## src/rtl/adder_pkg.sv

```systemverilog
// Shared definitions for the serial multiword adder: FSM states and
// the helper that sizes the slice counter.
package adder_pkg;

    typedef enum logic [1:0] {
        IDLE = 2'd0,
        RUN  = 2'd1,
        DONE = 2'd2
    } state_t;

    function automatic int cnt_width(input int num_slices);
        return (num_slices <= 2) ? 1 : $clog2(num_slices);
    endfunction

endpackage

```

## src/rtl/ripple_carry_adder.sv

```systemverilog
// Plain ripple-carry adder used as the single shared slice datapath.
module ripple_carry_adder #(
    parameter int WIDTH = 8
) (
    input  logic [WIDTH-1:0] a,
    input  logic [WIDTH-1:0] b,
    input  logic             cin,
    output logic [WIDTH-1:0] sum,
    output logic             cout
);

    always_comb begin
        logic c;
        c   = cin;
        sum = '0;
        for (int i = 0; i < WIDTH; i++) begin
            sum[i] = a[i] ^ b[i] ^ c;
            c      = (a[i] & b[i]) | (c & (a[i] ^ b[i]));
        end
        cout = c;
    end

endmodule

```

## src/rtl/multiword_add_sequencer.sv

```systemverilog
// Serial add/subtract of OPERAND_WIDTH operands, one SLICE_WIDTH slice per
// cycle (LSB first) through one shared ripple_carry_adder.
module multiword_add_sequencer
    import adder_pkg::*;
#(
    parameter int OPERAND_WIDTH = 32,
    parameter int SLICE_WIDTH   = 8
) (
    input  logic                     clk,
    input  logic                     rst_n,
    input  logic                     in_valid,
    output logic                     in_ready,
    input  logic [OPERAND_WIDTH-1:0] in_a,
    input  logic [OPERAND_WIDTH-1:0] in_b,
    input  logic                     in_c,
    input  logic                     in_sub,
    output logic                     out_valid,
    input  logic                     out_ready,
    output logic [OPERAND_WIDTH-1:0] out_sum,
    output logic                     out_c,
    output logic                     out_ovf
);

    localparam int NUM_SLICES = OPERAND_WIDTH / SLICE_WIDTH;
    localparam int CNT_W      = cnt_width(NUM_SLICES);
    localparam logic [CNT_W-1:0] LAST_CNT = CNT_W'(NUM_SLICES - 1);

    state_t                   state_q, state_d;
    logic [CNT_W-1:0]         cnt_q, cnt_d;
    logic                     carry_q, carry_d;
    logic [OPERAND_WIDTH-1:0] a_q, a_d;
    logic [OPERAND_WIDTH-1:0] b_eff_q, b_eff_d;
    logic [OPERAND_WIDTH-1:0] acc_q, acc_d;
    logic [OPERAND_WIDTH-1:0] out_sum_q, out_sum_d;
    logic                     out_c_q, out_c_d;
    logic                     out_ovf_q, out_ovf_d;
    logic                     out_valid_q, out_valid_d;
    logic                     in_ready_q, in_ready_d;

    logic [SLICE_WIDTH-1:0]   slice_sum;
    logic                     slice_cout;

    // Operands shift right each cycle so the active slice is always at bit 0;
    // after the last slice the MSB slice of a/b_eff is still in the low bits.
    ripple_carry_adder #(.WIDTH(SLICE_WIDTH)) u_slice_adder (
        .a    (a_q[SLICE_WIDTH-1:0]),
        .b    (b_eff_q[SLICE_WIDTH-1:0]),
        .cin  (carry_q),
        .sum  (slice_sum),
        .cout (slice_cout)
    );

    always_comb begin
        state_d     = state_q;
        cnt_d       = cnt_q;
        carry_d     = carry_q;
        a_d         = a_q;
        b_eff_d     = b_eff_q;
        acc_d       = acc_q;
        out_sum_d   = out_sum_q;
        out_c_d     = out_c_q;
        out_ovf_d   = out_ovf_q;
        out_valid_d = out_valid_q;

        unique case (state_q)
            IDLE: begin
                if (in_valid) begin
                    a_d     = in_a;
                    b_eff_d = in_sub ? ~in_b : in_b;
                    carry_d = in_sub ? 1'b1 : in_c;
                    cnt_d   = '0;
                    state_d = RUN;
                end
            end
            RUN: begin
                acc_d   = {slice_sum, acc_q[OPERAND_WIDTH-1:SLICE_WIDTH]};
                a_d     = a_q >> SLICE_WIDTH;
                b_eff_d = b_eff_q >> SLICE_WIDTH;
                carry_d = slice_cout;
                cnt_d   = cnt_q + 1'b1;
                if (cnt_q == LAST_CNT) begin
                    out_sum_d   = acc_d;
                    out_c_d     = slice_cout;
                    out_ovf_d   = (a_q[SLICE_WIDTH-1] == b_eff_q[SLICE_WIDTH-1]) &&
                                  (slice_sum[SLICE_WIDTH-1] != a_q[SLICE_WIDTH-1]);
                    out_valid_d = 1'b1;
                    state_d     = DONE;
                end
            end
            DONE: begin
                if (out_ready) begin
                    out_valid_d = 1'b0;
                    state_d     = IDLE;
                end
            end
            default: state_d = IDLE;
        endcase

        in_ready_d = (state_d == IDLE);
    end

    always_ff @(posedge clk or negedge rst_n) begin
        if (!rst_n) begin
            state_q     <= IDLE;
            cnt_q       <= '0;
            carry_q     <= 1'b0;
            a_q         <= '0;
            b_eff_q     <= '0;
            acc_q       <= '0;
            out_sum_q   <= '0;
            out_c_q     <= 1'b0;
            out_ovf_q   <= 1'b0;
            out_valid_q <= 1'b0;
            in_ready_q  <= 1'b1;
        end else begin
            state_q     <= state_d;
            cnt_q       <= cnt_d;
            carry_q     <= carry_d;
            a_q         <= a_d;
            b_eff_q     <= b_eff_d;
            acc_q       <= acc_d;
            out_sum_q   <= out_sum_d;
            out_c_q     <= out_c_d;
            out_ovf_q   <= out_ovf_d;
            out_valid_q <= out_valid_d;
            in_ready_q  <= in_ready_d;
        end
    end

    assign in_ready  = in_ready_q;
    assign out_valid = out_valid_q;
    assign out_sum   = out_sum_q;
    assign out_c     = out_c_q;
    assign out_ovf   = out_ovf_q;

endmodule

```

## config.mk

```make
export PLATFORM = sky130hd
export DESIGN_NAME = multiword_add_sequencer
export DESIGN_NICKNAME = d
export VERILOG_FILES = /design/src/rtl/adder_pkg.sv /design/src/rtl/ripple_carry_adder.sv /design/src/rtl/multiword_add_sequencer.sv
export SDC_FILE = /design/constraint.sdc
export NUM_CORES = 1
export LEC_CHECK = 0
export ABC_AREA = 1
export CORE_MARGIN = 5
export CORE_UTILIZATION = 40
export CTS_CLUSTER_DIAMETER = 200
export DETAILED_ROUTE_END_ITERATION = 8
export HOLD_SLACK_MARGIN = 0.03
export PLACE_DENSITY = 0.64
export SETUP_SLACK_MARGIN = 0.15
export SLEW_MARGIN = 40
export SYNTH_ARGS = -nofsm -noshare
export SYNTH_HDL_FRONTEND = slang
export SYNTH_SLANG_ARGS = --single-unit
```

## constraint.sdc

```tcl
create_clock -name clk -period 5.1 [get_ports clk]
set_clock_uncertainty 0.1 [all_clocks]
set_input_delay 1.02 -clock clk [delete_from_list [all_inputs] [get_ports clk]]
set_output_delay 1.02 -clock clk [all_outputs]
set_load 0.03 [all_outputs]
```

---- After elaboration in Yosys (flattened, before gate mapping) ----
Cells that the tools add are included.
word-level totals
  register bits after elaboration ......... 137
  bits in read-only memories .............. 0
  word-level logic and storage cells ...... 86
  input port bits ......................... 70
  output and inout bits ................... 36
  RAM bits ................................ 0
  latch bits .............................. 0
  memories ................................ 0
cells by class
  shift operators ......................... 0
  $lt $le $gt $ge ......................... 0
  reductions and logical operators ........ 8
  $mul .................................... 0
  muxes and demuxes ....................... 17
  bitwise logic cells ..................... 41
  div/mod/pow operators ................... 0
  add/sub/neg operators ................... 1
  equal/unequal tests ..................... 8
operator list
  cell                                            count
  one-hot mux 32 bit (2 select lines)             2
  two-way mux 32 bit                              3
  NOT 32 bit                                      1
  AND 1 bit                                       16
  bitwise XOR 1 bit                               16
  two-way mux 2 bit                               4
  OR 1 bit                                        8
  != test 2 bit (second input constant)           3
  one-hot mux 2 bit (3 select lines)              1
  == test 2 bit (second input constant)           2
  zero test 2 bit                                 2
  two-way mux 1 bit                               4
  one-hot mux 1 bit (2 select lines)              2
  one-hot mux 2 bit (2 select lines)              1
  AND reduction 2 bit                             2
  nonzero test 2 bit                              2
  AND reduction 3 bit                             1
  adder 2 x 1 -> 2 bit (second input constant)    1
  == test 2 x 1 -> 1 bit (second input constant)  1
  == test 1 bit                                   1
  logical AND 1 bit                               1
  != test 1 bit                                   1

---- Depth between registers and ports, before layout ----
Gate-level depths: netlist of run 1.
  depth in word-level cells ............... 18
  mapped depth ............................ 14
  gate-level depth less buffers ........... 14

---- Hierarchy ----
From an unflattened synthesis of run 1, not the netlist that was laid out.
second synthesis, totals
  cells, all modules ...................... 722
  area, all modules ....................... 5,925.7 um^2
by module, submodules not included
  module                   cells each  seq. area each (um^2)  area an instance (um^2)  times used
  multiword_add_sequencer  704         3,229.3                5,728.0                  1
  ripple_carry_adder       18          0.0                    197.7                    1

---- Worst setup path after synthesis of run 1 ----
No wires, ideal clock.
  path kind ............................... register to register
  start point ............................. reg carry_q
  end point ............................... reg out_ovf_q (netlist: out_ovf)
  setup slack ............................. 1,065 ps
  arrival ................................. 3,817 ps
  period minus slack after synthesis ...... 4,035 ps
  data required time ...................... 4,883 ps
  setup time .............................. 117 ps
  stages on the path, launching flop included .. 15
  buffers on the path ..................... 0
  cell sequence ........................... dfrtp_1 > fa_1 > inv_1 > fa_1 > inv_1 > fa_1 > fa_1 > fa_1 > fa_1 > fa_1 > inv_1 > fa_1 > or2_2 > nand3_1 > nand2_1
on the way
  longest elaborated chain between the ends .. 17
RTL lines
  what                      line                            source
  start: declaration        multiword_add_sequencer.sv:30   logic carry_q, carry_d;
  start signal: assignment  multiword_add_sequencer.sv:118  carry_q <= carry_d;
  AND 1 bit                 ripple_carry_adder.sv:18        c = (a[i] & b[i]) | (c & (a[i] ^ b[i]));
  OR 1 bit                  ripple_carry_adder.sv:18
  AND 1 bit                 ripple_carry_adder.sv:18
  OR 1 bit                  ripple_carry_adder.sv:18
  AND 1 bit                 ripple_carry_adder.sv:18
  OR 1 bit                  ripple_carry_adder.sv:18
  AND 1 bit                 ripple_carry_adder.sv:18
  OR 1 bit                  ripple_carry_adder.sv:18
  AND 1 bit                 ripple_carry_adder.sv:18
  OR 1 bit                  ripple_carry_adder.sv:18
  AND 1 bit                 ripple_carry_adder.sv:18
  OR 1 bit                  ripple_carry_adder.sv:18
  AND 1 bit                 ripple_carry_adder.sv:18
  OR 1 bit                  ripple_carry_adder.sv:18
  bitwise XOR 1 bit         ripple_carry_adder.sv:17        sum[i] = a[i] ^ b[i] ^ c;
  != test 1 bit             multiword_add_sequencer.sv:85   (slice_sum[SLICE_WIDTH-1] != a_q[SLICE_WIDTH-1]);
  logical AND 1 bit         multiword_add_sequencer.sv:84   out_ovf_d = (a_q[SLICE_WIDTH-1] == b_eff_q[SLICE_WIDTH-1]) &&
  end signal: assignment    multiword_add_sequencer.sv:124  out_ovf_q <= out_ovf_d;
  end: declaration          multiword_add_sequencer.sv:36   logic out_ovf_q, out_ovf_d;
No other way between the ends.
A chain may end at the register's enable or synchronous reset.

---- Worst setup path in the final report of run 1 ----
Same ends and word-level chain as after synthesis.

==> results of run 1 <==
registers in the layout, summed over array words and instances, names as in the netlist:
register	count
a_q	32
b_eff_q	32
out_sum	32
acc_q	24
cnt_q	2
state_q	2
carry_q	1
in_ready	1
out_c	1
out_ovf	1
out_valid	1
logic make-up (layout without fill, tap and decap cells):
| group | after synthesis | in the layout |
|---|---|---|
| compound gates | 61 | 61 |
| xor+xnor | 8 | 8 |
| fa+ha+maj | 10 | 10 |
| buf+inv | 100 | 203 |
| flops | 129 | 129 |
| simple gates | 442 | 442 |
worst reg2reg max path, cell delays in order, from the launching register on:
cell,delay [ns]
dfrtp_1,0.39
fa_1,0.42
inv_1,0.07
fa_1,0.16
inv_1,0.05
fa_1,0.38
fa_1,0.39
fa_1,0.39
fa_1,0.38
fa_1,0.36
inv_1,0.07
fa_1,0.45
or2_2,0.31
nand3_1,0.08
nand2_1,0.05
placed cells by master, fill, tap and decap left out, types with 6 or more instances in the layout:
cell type and instances:
fa_1 8, dfrtp_1 127, nand2_1 381, nand3_1 52, xnor2_1 8, clkbuf_8 6
o21ai_1 26, o21ai_0 33, clkbuf_16 17, clkdlybuf4s50_1 104, inv_1 56
area by class of cell:
| type | instances | area, µm² | share of cell area [%] |
|---|---|---|---|
| clock buffer | 27 | 513 | 6.68 |
| clock inverter | 5 | 50.0 | 0.651 |
| inverter | 61 | 229 | 2.98 |
| multi-input combinational | 521 | 2330 | 30.3 |
| sequential | 129 | 3230 | 42.0 |
| tap | 184 | 230 | 3.00 |
| timing repair buffer | 110 | 1100 | 14.3 |
stage by stage:
stage / cells / utilization, % / worst slack, ns
after CTS: 1037 / 52.5 / 0.916
final: 1037 / 52.5 / 0.930
after global placement: 1004 / 48.5 / 0.951
after global routing: 1037 / 52.5 / 0.797
after floorplan: 750 / - / 1.07
after detailed placement: 1005 / 48.6 / 0.925
worst paths after layout:
path	start	endpoint	slack, ns
max reg2reg	carry_q	out_ovf	0.93
min	acc_q[15]	out_sum[7]	0.37
max	carry_q	out_ovf	0.93
max in group asynchronous	rst_n	acc_q[18]	3.33
min reg2reg	acc_q[15]	out_sum[7]	0.37
min in group asynchronous	rst_n	out_sum[2]	0.55
cell usage after synthesis:
master and instances:
o21ai_2 1, or2_2 2, nand3b_1 1, fa_1 8, nand3_1 52, buf_4 7
xnor2_1 8, dfrtp_1 128, inv_1 56, o21ai_1 26, nand2_1 381, clkbuf_1 8
dfstp_2 1, o21ai_0 33, buf_6 4, nand2_2 3, ha_1 2, nor2_1 1
inv_2 5, a21oi_1 1, buf_2 20, nor2_4 2
metal layers:
layer | track usage, % | routed length (µm) | vias to the layer above | part of all wire (%)
met1 | 20.5 | 6140 | 2208 | 46
li1 | - | - | 2485 | -
met2 | 24.8 | 6240 | 106 | 47
met5 | 0 | 0 | - | 0
met4 | 5.25 | 199 | 0 | 1.5
met3 | 4.52 | 789 | 17 | 5.9
power by group:
| group | leakage (µW) | internal (µW) | switching (µW) |
|---|---|---|---|
| clock | 0.000281 | 732 | 415 |
| sequential | 0.00165 | 1470 | 287 |
| combinational | 0.00201 | 672 | 1160 |
==> out/qor.csv, run 1 <==
metric,value,unit
status,completed,
crit path launch type,flip-flop,
setup violators final,0,
"area leader, netlist",dfrtp_1,
Worst Hold Class,flip-flop to flip-flop,
Std-Cell Rows,44,
Mapped Nets,830,
fin nets,920,
drt pass-1 iters,4,
Maximum Capacitance Violations,0,
Die Height,133,µm
Max Fclk,240,MHz
"Seq/Total Area, Yosys",53.8,%
initial core utilization,41.0,%
post-cts hold buffer count,0,
fill count,1461,
clock sinks,129,
worst rel slew slack,51.8,%
final wirelength,13.4,mm
Avg Inst Size Synth,8.01,µm²
CTS Buffer Depth,2,
TNS Setup,0,ns
layout cells sized above 1,5.63,%
synth unique cells,22,
IO Port Bufs,105,
GP Congestion,0.759,
placed cell area,7120,µm²
total grt overflow,0,
gr usage total,15.6,%
CP bufs+invs,3,
period utilization,81.8,%
Critical Path Most Common Cell,fa_1,
vias,4816,
vias per inst,4.64,
adder-cell share of the synthesized area,3.08,%
H-Tree Depth,4,
"Slowest-stage cell, CP",fa_1,
clk_lat worst skew,0.41,ns
Layout area overhead,28.0,%
Final Max Tran Viols,0,
Tightest Pin Transition,0.722,ns
Synth Area in XOR/XNOR,1.17,%
# DRC,0,
Synth Instances,750,
vias in the first global route,4549,
CTS tree,built,
CP Class,flip-flop to flip-flop,
die width,133,µm
leakage power,0.00394,µW
Synth Cell Area,6010,µm²
CP Max Fanout,4,
r2r worst-path depth,14,
placeable core region,14600,µm²
"Hold Vio Cnt, Final",0,
CP max stage delay,0.45,ns
Final HPWL DP,9.09,mm
CP endpoint kind,flip-flop,
Ports,106,
number of routed nets with antenna violations,0,
Yosys warnings,0,
initial antenna violation count,0,
Period minus WS final,4.17,ns
multiplexer share of the synthesized area,0,%
# resized after CTS,0,
#FFs+latches synth,129,
post-synth top area share,53.3,%
Iter 0 DRT Violations,333,
"Critical Path, Cell by Cell","fa_1, inv_1, fa_1, inv_1, fa_1, fa_1, fa_1, fa_1, fa_1, inv_1, fa_1, or2_2, nand3_1, nand2_1",
routed len/inst,12.9,µm
Synth Area in Simple Gates,29.2,%
Crit path depth,14,
largest family of logic cells by synthesized area,simple AND/OR/NAND/NOR gates,
largest net degree at the start of global routing,89,
RSZ-0062 raised after global routing,no,
Pwr per Cell Area,616,nW/µm²
post-layout instance area,7680,µm²
hold path depth,2,
n_diodes,0,
WHS,0.365,ns
"Clk pin slew, worst setup/hold paths",0.05,ns
first-pass GRT wire length,22.1,mm
Root Driver,clkbuf_16,
die area,17600,µm²
setup bufs post-CTS,0,
Final Power,4740,µW
CP required,5.30,ns
VDD IR max,0.313,mV
arrival time at the worst endpoint,4.37,ns
cell family with most CP delay,adder cells,
"top cells by area, synth","dfrtp_1 (53%), nand2_1 (24%), nand3_1 (4.3%)",
Num CTS Buffers,17,
post-synthesis compound-gate area fraction,5.15,%
Note: power is estimated with default switching activity, not from simulation.
==> inputs of run 2 (changes only) <==
- PLACE_DENSITY: 0.64 -> 0.67
- clock period: 5.1 -> 3.5 ns (I/O delays scaled with it)
==> run 2 against run 1 <==
  * The flow now finishes with violations (negative setup slack)
  * First-iteration DRC count shrank 11%
  * Sequential cell count is the same
  * Fmax grew 8.5%
  * Core utilization grew 1.0 points
  * Clock power grew 69%
  * Routed wire length grew 0.37%
  * Register-to-register slack lost 1.3 ns
  * Non-clock buffer count grew 5
  * Combinational power grew 53%
  * Largest cell class unchanged
  * Highest routed layer unchanged
==> out/qor.csv, run 2 (synthesis gave the netlist of run 1 again) <==
metric,value,unit,change
"commonest cells after routing, fill and taps aside","nand2_1 (381), dfrtp_1 (128), clkdlybuf4s50_1 (104)",,
CP bufs+invs,3,,unchanged
leakage power,0.00399,µW,+1.3%
Tightest Pin Transition,0.666,ns,-0.0566 ns
RSZ-0062 raised after global routing,yes,,
CP max stage delay,0.44,ns,about the same
CTS tree,built,,
vias in the first global route,4738,,+4.2%
setup violators final,3,,+3
IO Port Bufs,105,,unchanged
Std-Cell Rows,44,,unchanged
vias per inst,4.63,,-0.31%
fill count,1417,,-3.0%
placeable core region,14600,µm²,unchanged
die area,17600,µm²,unchanged
Setup WS pre-CTS,-0.508,ns,-1.43 ns
total grt overflow,0,,unchanged
status,"finished, violations left",,
setup ws final,-0.343,ns,-1.27 ns
"Critical Path, Cell by Cell","fa_2, inv_2, fa_1, inv_2, fa_2, fa_2, fa_2, fa_2, fa_2, inv_2, fa_2, or2_4, nand3_1, nand2_1",,
Layout area overhead,30.5,%,
H-Tree Depth,4,,unchanged
die width,133,µm,unchanged
fin nets,925,,+0.54%
clock sinks,129,,unchanged
Final Power,7290,µW,+54%
Period minus WS final,3.84,ns,-0.327 ns
crit path launch type,flip-flop,,
"Clk pin slew, worst setup/hold paths",0.05,ns,about the same
Critical Path Most Common Cell,fa_2,,
cell family with most CP delay,adder cells,,
Maximum Capacitance Violations,0,,unchanged
CP endpoint kind,flip-flop,,
CP required,3.70,ns,-1.60 ns
number of routed nets with antenna violations,0,,unchanged
worst rel slew slack,55.6,%,+3.8 points
GP Congestion,0.749,,-1.3%
drt pass-1 iters,4,,unchanged
period utilization,110,%,+28 points
CP Class,flip-flop to flip-flop,,
Num CTS Buffers,17,,unchanged
Pwr per Cell Area,930,nW/µm²,+51%
post-cts hold buffer count,0,,unchanged
routed len/inst,12.9,µm,-0.12%
final wirelength,13.4,mm,+0.37%
Final Max Tran Viols,0,,unchanged
gr usage total,15.7,%,+0.092 points
final cell count without fillers,1042,,+0.48%
failing checks,negative setup slack,,
CP Max Fanout,3,,-1
r2r worst-path depth,14,,unchanged
first-pass GRT wire length,22.6,mm,+2.2%
initial antenna violation count,0,,unchanged
Die Height,133,µm,unchanged
final core area utilization,53.5,%,+1.0 points
Worst Hold Class,input pin to asynchronous set/reset pin,,
initial core utilization,41.0,%,unchanged
placed cell count,1009,,+0.40%
"Slowest-stage cell, CP",fa_2,,
clk_lat worst skew,0.41,ns,about the same
Ports,106,,unchanged
largest net degree at the start of global routing,73,,-18%
arrival time at the worst endpoint,4.04,ns,-0.33 ns
CTS Buffer Depth,2,,unchanged
Final HPWL DP,8.99,mm,-1.1%
"most common cell after layout, fill and taps aside",nand2_1,,
VDD IR max,0.380,mV,+21%
"Hold Vio Cnt, Final",0,,unchanged
TNS Setup,-0.967,ns,-0.967 ns
layout cells sized above 1,7.81,%,+2.2 points
Crit path depth,14,,unchanged
Max Fclk,260,MHz,+8.5%
Iter 0 DRT Violations,296,,-11%
vias,4824,,+0.17%
# DRC,0,,unchanged
Root Driver,clkbuf_16,,
n_diodes,0,,unchanged
## run 2: cell count changes in the layout (fill, tap and decap cells not counted), sizes merged
cell	change
clkinvlp	+1
clkinv	+1
bufinv	+4
clkbuf	-7
buf	+6
## run 2: worst paths after layout
check	start	end	slack (ns)
max in group asynchronous	rst_n	out_sum[26]	2.33
max	b_eff_q[0]	out_ovf	-0.34
min reg2reg	acc_q[13]	out_sum[5]	0.37
min	rst_n	out_sum[2]	0.19
min in group clk	acc_q[13]	out_sum[5]	0.37
max reg2reg	b_eff_q[0]	out_ovf	-0.34
## run 2: metal layers
layer | routed length, µm | track usage (%) | part of all wire (%) | up-vias
li1 | - | - | - | 2492
met1 | 6130 | 20.2 | 46 | 2198
met2 | 6340 | 25.5 | 47 | 119
met3 | 783 | 4.44 | 5.8 | 15
met4 | 174 | 5.20 | 1.3 | 0
met5 | 0 | 0 | 0 | -
## run 2: repair_timing
item / CTS / global route
pin swaps: 8 / 1
endpoints found under the setup margin: 7 / 7
setup buffers: 0 / 1
resized for setup: 3 / 4
## run 2: worst register-to-register path: stages (launching register included)
cell and delay (ns):
dfrtp_1 0.40, fa_2 0.39, inv_2 0.06, fa_1 0.17
inv_2 0.04, fa_2 0.34, fa_2 0.36, fa_2 0.35
fa_2 0.34, fa_2 0.34, inv_2 0.06, fa_2 0.44
or2_4 0.23, nand3_1 0.07, nand2_1 0.05
## run 2: final cells by class
type | count | area [µm²] | share of cell area, %
well taps | 184 | 230 | 2.94
repair buffers | 115 | 1140 | 14.6
clock buffers | 21 | 470 | 6.00
clock inverters | 11 | 183 | 2.33
inverters | 61 | 229 | 2.92
multi-input cells | 521 | 2350 | 30.0
flip-flops and latches | 129 | 3230 | 41.2
## run 2: power breakdown
part | switching [µW] | internal [µW]
Sequential | 389 | 2140
Clock | 627 | 1310
Combinational | 1760 | 1060
## run 2: through the flow
stage                     hold WS [ns]  cell area [µm²]
after floorplan                  0.304             6020
after global placement           0.351             7170
after detailed placement         0.354             7170
after CTS                        0.222             7820
after global routing             0.252             7840
final                            0.195             7840
